### config.mk
export PLATFORM = sky130hd
export DESIGN_NAME = sha_message_schedule_ctrl
export DESIGN_NICKNAME = d
export VERILOG_FILES = /design/src/rtl/sha_message_schedule_ctrl.sv
export SDC_FILE = /design/constraint.sdc
export NUM_CORES = 1
export LEC_CHECK = 0
export BUFFER_PORTS_ARGS = -buffer_cell sky130_fd_sc_hd__buf_2
export CAP_MARGIN = 20
export CORE_AREA = 2 2 611 613
export CTS_CLUSTER_SIZE = 20
export DETAILED_ROUTE_END_ITERATION = 12
export DIE_AREA = 0 0 613 615
export GPL_ROUTABILITY_DRIVEN = 0
export PLACE_DENSITY = 0.31
export SLEW_MARGIN = 20
export SYNTH_ARGS = -nofsm -noshare
export SYNTH_HDL_FRONTEND = slang
export SYNTH_SLANG_ARGS = --single-unit
export TNS_END_PERCENT = 1
### constraint.sdc
create_clock -name clk -period 3.8 [get_ports clk]
set_input_delay 0.19 -clock clk [delete_from_list [all_inputs] [get_ports clk]]
set_output_delay 0.19 -clock clk [all_outputs]
set_load 0.005 [all_outputs]
### src/rtl/sha_message_schedule_ctrl.sv
// SHA-256 message schedule sequencer: loads one 512-bit block, feeds the expander window and
// streams W0..W63 over valid/ready. Define SHA_MSG_SCHED_PERF_EN to add the stall_cnt_o counter.
module sha_message_schedule_ctrl #(
  parameter int EXP_LATENCY = 2,
  parameter int WORD_W      = 32
) (
  input  logic                   clk,
  input  logic                   rst_n,
  input  logic                   flush_i,
  input  logic                   blk_valid_i,
  output logic                   blk_ready_o,
  input  logic [15:0][WORD_W-1:0] blk_i,
  output logic [15:0][WORD_W-1:0] exp_w_o,
  input  logic [15:0][WORD_W-1:0] exp_w_i,
  output logic                   w_valid_o,
  input  logic                   w_ready_i,
  output logic [WORD_W-1:0]      w_o,
  output logic [5:0]             w_idx_o,
  output logic                   busy_o,
  output logic                   done_o,
`ifdef SHA_MSG_SCHED_PERF_EN
  output logic [15:0]            stall_cnt_o,
`endif
  output logic [1:0]             dbg_state_o
);

  typedef enum logic [1:0] {
    IDLE = 2'd0,
    EMIT = 2'd1,
    WAIT = 2'd2,
    OUT  = 2'd3
  } state_t;

  localparam int CNT_W = $clog2(EXP_LATENCY + 1);
  localparam logic [CNT_W-1:0] CNT_MAX = CNT_W'(EXP_LATENCY);

  state_t                  state, state_n;
  logic [15:0][WORD_W-1:0] window, window_n;
  logic [5:0]              idx, idx_n;
  logic [CNT_W-1:0]        wcnt;
  logic                    win_wr;
  logic                    load;
  logic                    w_hs;
  logic                    settled;
  logic                    done_n, done_q;
  logic [3:0]              emit_sel;

  // Handshakes: a transfer happens on a cycle where valid && ready are both high. flush_i masks
  // both w_valid_o and blk_ready_o so an aborted cycle never looks like a transfer to either side.
  assign blk_ready_o = (state == IDLE) && !flush_i;
  assign w_valid_o   = ((state == EMIT) || (state == OUT)) && !flush_i;
  assign load        = blk_valid_i && blk_ready_o;
  assign w_hs        = w_valid_o && w_ready_i;
  assign settled     = (wcnt == CNT_MAX);

  assign emit_sel    = 4'd15 - idx[3:0];
  assign w_o         = (state == EMIT) ? window[emit_sel] : window[0];
  assign w_idx_o     = idx;
  assign exp_w_o     = window;
  assign busy_o      = (state != IDLE);
  assign done_o      = done_q;
  assign dbg_state_o = state;

  always_comb begin
    state_n  = state;
    idx_n    = idx;
    window_n = window;
    win_wr   = 1'b0;
    done_n   = 1'b0;
    case (state)
      IDLE: begin
        if (load) begin
          for (int i = 0; i < 16; i++) window_n[i] = blk_i[15-i];
          win_wr  = 1'b1;
          idx_n   = 6'd0;
          state_n = EMIT;
        end
      end
      EMIT: begin
        // idx stays at 15 on the last message word; WAIT advances it to 16.
        if (w_hs) begin
          if (idx == 6'd15) state_n = WAIT;
          else              idx_n   = idx + 6'd1;
        end
      end
      WAIT: begin
        if (settled && !flush_i) begin
          window_n = exp_w_i;
          win_wr   = 1'b1;
          idx_n    = idx + 6'd1;
          state_n  = OUT;
        end
      end
      OUT: begin
        if (w_hs) begin
          if (idx == 6'd63) begin
            done_n  = 1'b1;
            state_n = IDLE;
          end else begin
            state_n = WAIT;
          end
        end
      end
      default: state_n = IDLE;
    endcase
    if (flush_i) state_n = IDLE;
  end

  always_ff @(posedge clk or negedge rst_n) begin
    if (!rst_n) begin
      state  <= IDLE;
      window <= '0;
      idx    <= '0;
      done_q <= 1'b0;
    end else begin
      state  <= state_n;
      window <= window_n;
      idx    <= idx_n;
      done_q <= done_n;
    end
  end

  // Settle counter: expander output is trustworthy once the window has been stable EXP_LATENCY cycles.
  always_ff @(posedge clk or negedge rst_n) begin
    if (!rst_n)              wcnt <= '0;
    else if (win_wr)         wcnt <= '0;
    else if (wcnt != CNT_MAX) wcnt <= wcnt + 1'b1;
  end

`ifdef SHA_MSG_SCHED_PERF_EN
  always_ff @(posedge clk or negedge rst_n) begin
    if (!rst_n)                    stall_cnt_o <= '0;
    else if (load)                 stall_cnt_o <= '0;
    else if (w_valid_o && !w_ready_i && (stall_cnt_o != 16'hFFFF))
                                   stall_cnt_o <= stall_cnt_o + 16'd1;
  end
`endif

endmodule

Yosys cells after proc, flatten, opt, wreduce, memory -nomap -nowiden
Cells that the tools add are included.

word-level totals
  bits in registers = 523
  input port bits = 1029
  logic and storage cells = 82
  output and inout port bits = 556

operators by class
  equal/unequal tests = 16
  reductions and logical operators = 15
  $lt $le $gt $ge = 1
  mux-type cells = 27
  $add $sub $neg = 3

operators with widths
  kind                                                                      number
  512-bit 2-to-1 mux                                                        2
  512-bit case mux with 2 select lines                                      1
  32-bit binary-select mux with 4-bit select                                1
  32-bit 2-to-1 mux                                                         2
  6-bit 2-to-1 mux                                                          4
  2-bit 2-to-1 mux                                                          9
  6-bit case mux with 3 select lines                                        1
  3-bit inequality test (second input constant)                             4
  2-bit inequality test (second input constant)                             5
  5-bit AND reduction                                                       2
  2-bit case mux with 4 select lines                                        1
  6-bit by 1-bit adder with 6-bit output (second input constant)            1
  2-bit equality test (second input constant)                               3
  6-bit by 4-bit equality test with 1-bit output (second input constant)    1
  6-bit equality test (second input constant)                               1
  2-bit nonzero test                                                        3
  1-bit logical AND                                                         5
  4-bit by 5-bit < comparator with 1-bit output (second input constant)     1
  1-bit 2-to-1 mux                                                          5
  4-bit subtractor (first input constant)                                   1
  3-bit by 2-bit inequality test with 1-bit output (second input constant)  1
  3-bit AND reduction                                                       1
  3-bit nonzero test                                                        1
  2-bit by 1-bit adder with 2-bit output (second input constant)            1
  5 further kinds                                                           5

Longest topological paths before layout
Gate-level depths: netlist of the first run.

  word-level depth = 7
  mapped depth = 9
  gate-level depth less buffers = 6

Least setup slack after synthesis of the first run
OpenSTA, ideal clock, no wires.

  kind = register -> register
  start = register state[0] (netlist: dbg_state_o[0])
  end = register window (netlist bit exp_w_o[100])
  setup time = 137 ps
  buffers on the path = 3
  clock period less this slack = 2098 ps
  setup slack = 1702 ps
  data required time = 3663 ps
  stages on the path, launching flop included = 9
  arrival = 1961 ps
  path through = dfrtp_1 inv_1 ha_1 buf_2 nor2b_1 nor4_4 clkbuf_1 clkbuf_1 a21oi_1

on the way
  word-level cells in the longest chain between the ends = 5
  elaborated cells on any way between the ends = 9
  those cells by class = eq/ne (3); mux (1); reduce/logical (5)

ends and longest elaborated chain
  item                                    RTL line  text
  start, declared                         37        state_t state, state_n;
  start signal, assigned                  116       state <= state_n;
  2-bit zero test                         50, 70
  1-bit logical AND                       50        assign blk_ready_o = (state == IDLE) && !flush_i;
  1-bit logical AND                       52        assign load = blk_valid_i && blk_ready_o;
  2-bit inequality test (no source line)  n/a
  3-bit AND reduction (no source line)    n/a
  end signal, assigned                    117       window <= window_n;
  end, declared                           38        logic [15:0][WORD_W-1:0] window, window_n;

Several ways; a longest one is shown, not always the timed one.
A chain may end at the register's enable or synchronous reset.

Worst setup path in the final report of the first run
  start = register idx[0] (netlist: w_idx_o[0])
  end = output w_o[0]

on the way
  word-level cells in the longest chain between the ends = 4

ends and longest elaborated chain
  item                                        RTL line  text
  start, declared                             39        logic [5:0] idx, idx_n;
  start signal, assigned                      118       idx <= idx_n;
  4-bit subtractor                            56        assign emit_sel = 4'd15 - idx[3:0];
  32-bit binary-select mux with 4-bit select  57        assign w_o = (state == EMIT) ? window[emit_sel] : window[0];
  32-bit 2-to-1 mux (implied by the code)     57
  32-bit 2-to-1 mux                           57
  end, declared                               17        output logic [WORD_W-1:0] w_o,

Every way passes these cells. The select of a mux whose other input is x is not followed.

==> impl_metrics.json, run 1 <==
{
  "status": "finished clean",
  "hold_viol": 0,
  "cts_tree": "done",
  "cts_buffer_depth": 4,
  "rsz0062_at_grt": "false",
  "synth_edf_count": 0,
  "period_needed_ns": 3.70,
  "synth.most_common_cell": "mux2i_1",
  "wire_per_inst_um": 31.3,
  "grt_pass1_wl_um": 403000,
  "nNetsFinal": 6364,
  "crit_path_start_kind": "flip-flop",
  "tightest_slew_ns": 0.935,
  "final.setup.tns_ns": 0,
  "end_kind": "output port",
  "syn_to_final_growth_pct": 99.4,
  "die_x_um": 613,
  "cts_made_buffers": 83,
  "drive_gt1_share_pct": 36.7,
  "antenna_found_initial": 162,
  "io_buffers": 1584,
  "clkSinkCount": 523,
  "syn_inst": 2727,
  "arrival_ns": 3.51,
  "rows": 224,
  "path_class": "reg -> out",
  "initial_core_util_pct": 7.61,
  "leakage_nw": 22.2,
  "netlist_area_um2": 28200,
  "min_period_over_period_pct": 97.5,
  "power_density_nw_per_um2": 815,
  "setup.worst_path.start": "w_idx_o[0]",
  "ys_top_cells_by_count": "mux2i_1, dfrtp_1, nor2_1",
  "stdcell_count": 10400,
  "via_per_inst": 3.31,
  "ant_nets": 0,
  "h-tree-depth": 3,
  "min_from": "blk_i[36]",
  "holdWs_ns": 0.0186,
  "first_iter_violations": 2524,
  "clk_latency_ns": 0.79,
  "min_path_type": "in -> reg",
  "setup_viol_count_final": 0,
  "drc": 0,
  "die_h_um": 615,
  "ys_top_cells_by_area": "dfrtp_1, mux2i_1, a21oi_1",
  "slew_headroom_pct": 35.9,
  "nFillCells": 41900,
  "yosys.area.top_type": "dfrtp_1",
  "fmax_ghz": 0.270,
  "firstDrtPassIters": 5,
  "synth_nets": 3763,
  "ys_types": 38,
  "dp_hpwl_um": 283000,
  "placed_cells": 9195,
  "clk_pin_slew_worst_paths_ns": 0.06,
  "path_max_fanout": 9,
  "async_flop_share_pct": 100,
  "max-cap-violations": 0,
  "die-area_um2": 377000,
  "grt_pass1_vias": 35500,
  "vias": 34500,
  "cts-root-buf": "clkbuf_16",
  "synth_area_per_cell_um2": 10.3,
  "required_ns": 3.61,
  "grt_usage_pct": 16.7,
  "synth_top_area_share_pct": 46.4,
  "slew_viol_final": 0,
  "r2r_start": "dbg_state_o[0]",
  "final.setup_skew_ns": 0.0303,
  "io_pins": 1585,
  "wl_um": 326000,
  "ys_seq_area_share_pct": 46.4,
  "core_um2": 371000,
  "yosys_warnings": 0,
  "peakVddDrop_mv": 0.382,
  "overflow": 0,
  "ys.flop_type": "dfrtp_1",
  "ys_ff_latch": 523,
  "grt_max_degree": 169
}
[layout by cell type, fill, tap and decap left out, drive strengths merged, types with 61 or more instances in the layout]
cell type    instances
mux4                64
clkbuf             114
diode               61
nor2               520
o22ai               64
mux2i              674
buf               1736
dlygate4sd3       1016
dfrtp              523
a21oi              517
[power breakdown]
group          switching, mW  internal, mW
combinational           14.8          9.06
sequential              5.34          8.27
clock                   3.38          5.00
total                   23.5          22.3
[repair_timing]
action,in CTS,in global routing
setup endpoints to repair,27,5
gates resized for setup,28,5
pin swaps,0,0
hold buffers,1017,0
setup buffers,3,0
hold endpoints to repair,642,0
[worst paths after layout]
| path | endpoint | slack (ns) | depth (start not counted) |
|---|---|---|---|
| worst max register to register | exp_w_o[72] | 0.45 | 8 |
| max in group asynchronous | w_idx_o[1] | 2.20 | 4 |
| worst min-delay path | exp_w_o[452] | 0.02 | 4 |
| worst min register to register | exp_w_o[470] | 0.55 | 2 |
| worst max-delay path | w_o[0] | 0.1 | 8 |
| min in group asynchronous | exp_w_o[206] | 0.57 | 3 |
[through the flow]
stage          power, mW  area (um2)  utilization [%]  setup WS [ns]
6_report            45.8       56200             15.2         0.0962
5_1_grt             48.5       56200             15.1        0.00652
4_1_cts             47.4       56100             15.1        -0.0579
3_5_place_dp        36.7       42800             11.6          0.242
3_3_place_gp        36.6       42800             11.5          0.221
2_1_floorplan       19.0       28200                -           1.70
[sequential cells by signal (all words and copies together) (netlist names)]
signal       flops
done_o           1
exp_w_o        512
w_idx_o          6
wcnt             2
dbg_state_o      2
[metal layers]
metal	vias to the layer above	track usage [%]	routed length, um
li1	15200	-	-
met1	17300	19.8	131000
met2	1543	28.5	157000
met3	444	4.71	25300
met4	58	5.61	12700
met5	-	0	401
[layout make-up]
type | instances | area (um2) | share of cell area (%)
repair buffers | 2752 | 19600 | 34.9
multi-input cells | 1959 | 14300 | 25.4
flip-flops and latches | 523 | 13100 | 23.3
well taps | 4972 | 6220 | 11.1
clock buffers | 114 | 2380 | 4.24
clock inverters | 32 | 453 | 0.805
diodes | 61 | 153 | 0.271
inverters | 9 | 33.8 | 0.0601
[cell families (layout without fill, tap and decap cells)]
family / after synthesis / count (layout) / share of synthesized area [%]
muxes: 738 / 738 / 29.0
buffers and inverters: 245 / 2907 / 3.83
adders and majority gates: 7 / 7 / 0.311
DFF: 523 / 523 / 46.4
other: 0 / 61 / 0
AOI/OAI and AO/OA: 665 / 665 / 12.9
and+or+nand+nor: 549 / 549 / 7.53
[worst max-delay path, stage by stage (launching register included)]
cell     delay (ns)
dfrtp_4        0.48
buf_12         0.16
buf_4          0.17
buf_4          0.16
mux2i_1        0.14
o22ai_1        0.44
o32ai_2        0.21
a31oi_1        0.64
buf_2          0.27
Note: power is estimated with default switching activity, not from simulation.
==> inputs of run 2 (changes only) <==
--- a/config.mk
+++ b/config.mk
@@ -5,7 +5,7 @@
 export SDC_FILE = /design/constraint.sdc
 export NUM_CORES = 1
 export LEC_CHECK = 0
-export BUFFER_PORTS_ARGS = -buffer_cell sky130_fd_sc_hd__buf_2
+export BUFFER_PORTS_ARGS = -buffer_cell sky130_fd_sc_hd__clkbuf_2
 export CAP_MARGIN = 20
 export CORE_AREA = 2 2 611 613
 export CTS_CLUSTER_SIZE = 20
==> run 2 against run 1 <==
Against the previous run: clock-buffer cell count grew 4; final cell count shrank 0.22%; non-clock buffer count shrank 6; core utilization is essentially flat.
==> impl_metrics.json, run 2 (synthesis gave the netlist of run 1 again) <==
{
  "cts-root-buf": "clkbuf_16",
  "tightest_slew_ns": 1.09,
  "layout_setup_ws_ns": 0.0905,
  "placed_cells": 9199,
  "layout_common_cells": "clkbuf_2, dlygate4sd3_1, mux2i_1",
  "overflow": 0,
  "dp_hpwl_um": 283000,
  "grt_max_degree": 114,
  "drive_gt1_share_pct": 36.9,
  "min_path_type": "in -> reg",
  "setup.worst_path.start": "w_idx_o[0]",
  "design_area_um2": 56200,
  "grt_pass1_wl_um": 401000,
  "via_per_inst": 3.31,
  "slew_headroom_pct": 27.2,
  "path_max_fanout": 23,
  "cts_buffer_depth": 4,
  "largest_register_ffs": 512,
  "sw_frac_of_total_pct": 51.5,
  "peakVddDrop_mv": 0.323,
  "grt_pass1_vias": 35300,
  "crit_path_cell_trace": "buf_12, buf_4, mux2i_1, o22ai_2, o32ai_1, a31oi_1, clkbuf_2",
  "setup_viol_count_final": 0,
  "firstDrtPassIters": 5,
  "antenna_found_initial": 159,
  "final_common_cell": "clkbuf_2",
  "min_period_over_period_pct": 97.6,
  "arrival_ns": 3.52,
  "drc": 0,
  "switchingPower_mw": 23.8,
  "utilization_pct": 15.2,
  "vias": 34400,
  "leakage_nw": 22.7,
  "cts_tree": "done",
  "critPathBufInv": 3,
  "grt_usage_pct": 16.6,
  "clockPowerShare_pct": 17.9,
  "initial_core_util_pct": 7.61,
  "holdWs_ns": 0.00441,
  "rsz0062_at_grt": "false",
  "h-tree-depth": 3,
  "syn_to_final_growth_pct": 99.3,
  "max-cap-violations": 0,
  "die_x_um": 613,
  "ant_nets": 0,
  "final.setup.tns_ns": 0,
  "core_um2": 371000,
  "critical_path.top_delay_family": "compound AO/OA/AOI/OAI gates",
  "rows": 224,
  "fmax_ghz": 0.270,
  "wire_per_inst_um": 31.3,
  "final.setup_skew_ns": 0.0680,
  "clk_latency_ns": 0.83,
  "io_buffers": 1584,
  "required_ns": 3.61,
  "crit_path_start_kind": "flip-flop",
  "io_pins": 1585,
  "r2r_start": "dbg_state_o[0]",
  "preCtsSetupSlack_ns": 0.461,
  "slew_viol_final": 0,
  "stdcell_count": 10400,
  "internal-power_mw": 22.4,
  "period_needed_ns": 3.71,
  "cts_made_buffers": 83,
  "seqPwrFrac_pct": 28.5,
  "nNetsFinal": 6358,
  "die_h_um": 615,
  "status": "finished clean",
  "path_class": "reg -> out",
  "max_stage_delay_ns": 0.58,
  "power_frac_comb_pct": 53.6,
  "clkSinkCount": 523,
  "first_iter_violations": 2442,
  "hold_viol": 0,
  "placed_area_um2": 43000,
  "wl_um": 325000,
  "end_kind": "output port",
  "clk_pin_slew_worst_paths_ns": 0.06,
  "min_from": "exp_w_i[11]",
  "power_density_nw_per_um2": 821,
  "power.total_mw": 46.1,
  "die-area_um2": 377000,
  "slowest_stage": "o22ai_2"
}
## run 2: changes by cell type in the layout (fill, tap and decap cells not counted), sizes merged, moves of 3 or more
cell / change
clkinvlp: -6
diode: -12
clkinv: -3
dlygate4sd3: -7
clkbuf: +1585
buf: -1580
## run 2: final cells by class
| type | count | area (um2) |
|---|---|---|
| Fill cell | 41900 | 315000 |
| Inverter | 9 | 33.8 |
| Clock inverter | 23 | 357 |
| Tap cell | 4972 | 6220 |
| Multi-Input combinational cell | 1959 | 14300 |
| Antenna cell | 49 | 123 |
| Timing Repair Buffer | 2746 | 19700 |
| Clock buffer | 118 | 2390 |
| Sequential cell | 523 | 13100 |
## run 2: worst register-to-register path, delay by kind of cell, from the launching register on
family                     cells  cell delay [ns]
buffers and inverters          4             1.68
adders and majority gates      1             0.50
DFF                            1             0.46
muxes                          1             0.45
AOI/OAI and AO/OA              1             0.10
## run 2: power groups by stage
| stage | registers (mW) | clock network, mW | logic (mW) |
|---|---|---|---|
| CTS | 13.4 | 8.60 | 25.7 |
| detailed placement | 13.5 | 0 | 23.6 |
| finish | 13.2 | 8.24 | 24.7 |
| global placement | 13.4 | 0 | 23.7 |
| global route | 13.5 | 8.75 | 26.6 |
| floorplan | 10.4 | 0 | 8.55 |
## run 2: timing repair
item,4_1_cts,5_1_grt
gates resized for setup,38,6
hold buffers,1009,0
hold endpoints to repair,719,0
setup buffers,0,0
setup endpoints to repair,22,5
## run 2: metal layers
layer	global-route usage (%)	up-vias	routed length (um)
met5	0	-	333
li1	-	15100	-
met3	5.92	399	30000
met2	28.5	1580	157000
met1	19.2	17200	127000
met4	5.02	52	10900
## run 2: final timing paths
path                                endpoint  slack, ns  depth (start not counted)
worst max-delay path                  w_o[5]       0.09                          7
worst max register to register  exp_w_o[190]       0.44                          7
min in group asynchronous       exp_w_o[217]       0.58                          3
max in group asynchronous        exp_w_o[98]       1.57                          4
worst min register to register  exp_w_o[444]       0.56                          2
worst min-delay path             exp_w_o[11]      0.004                          3
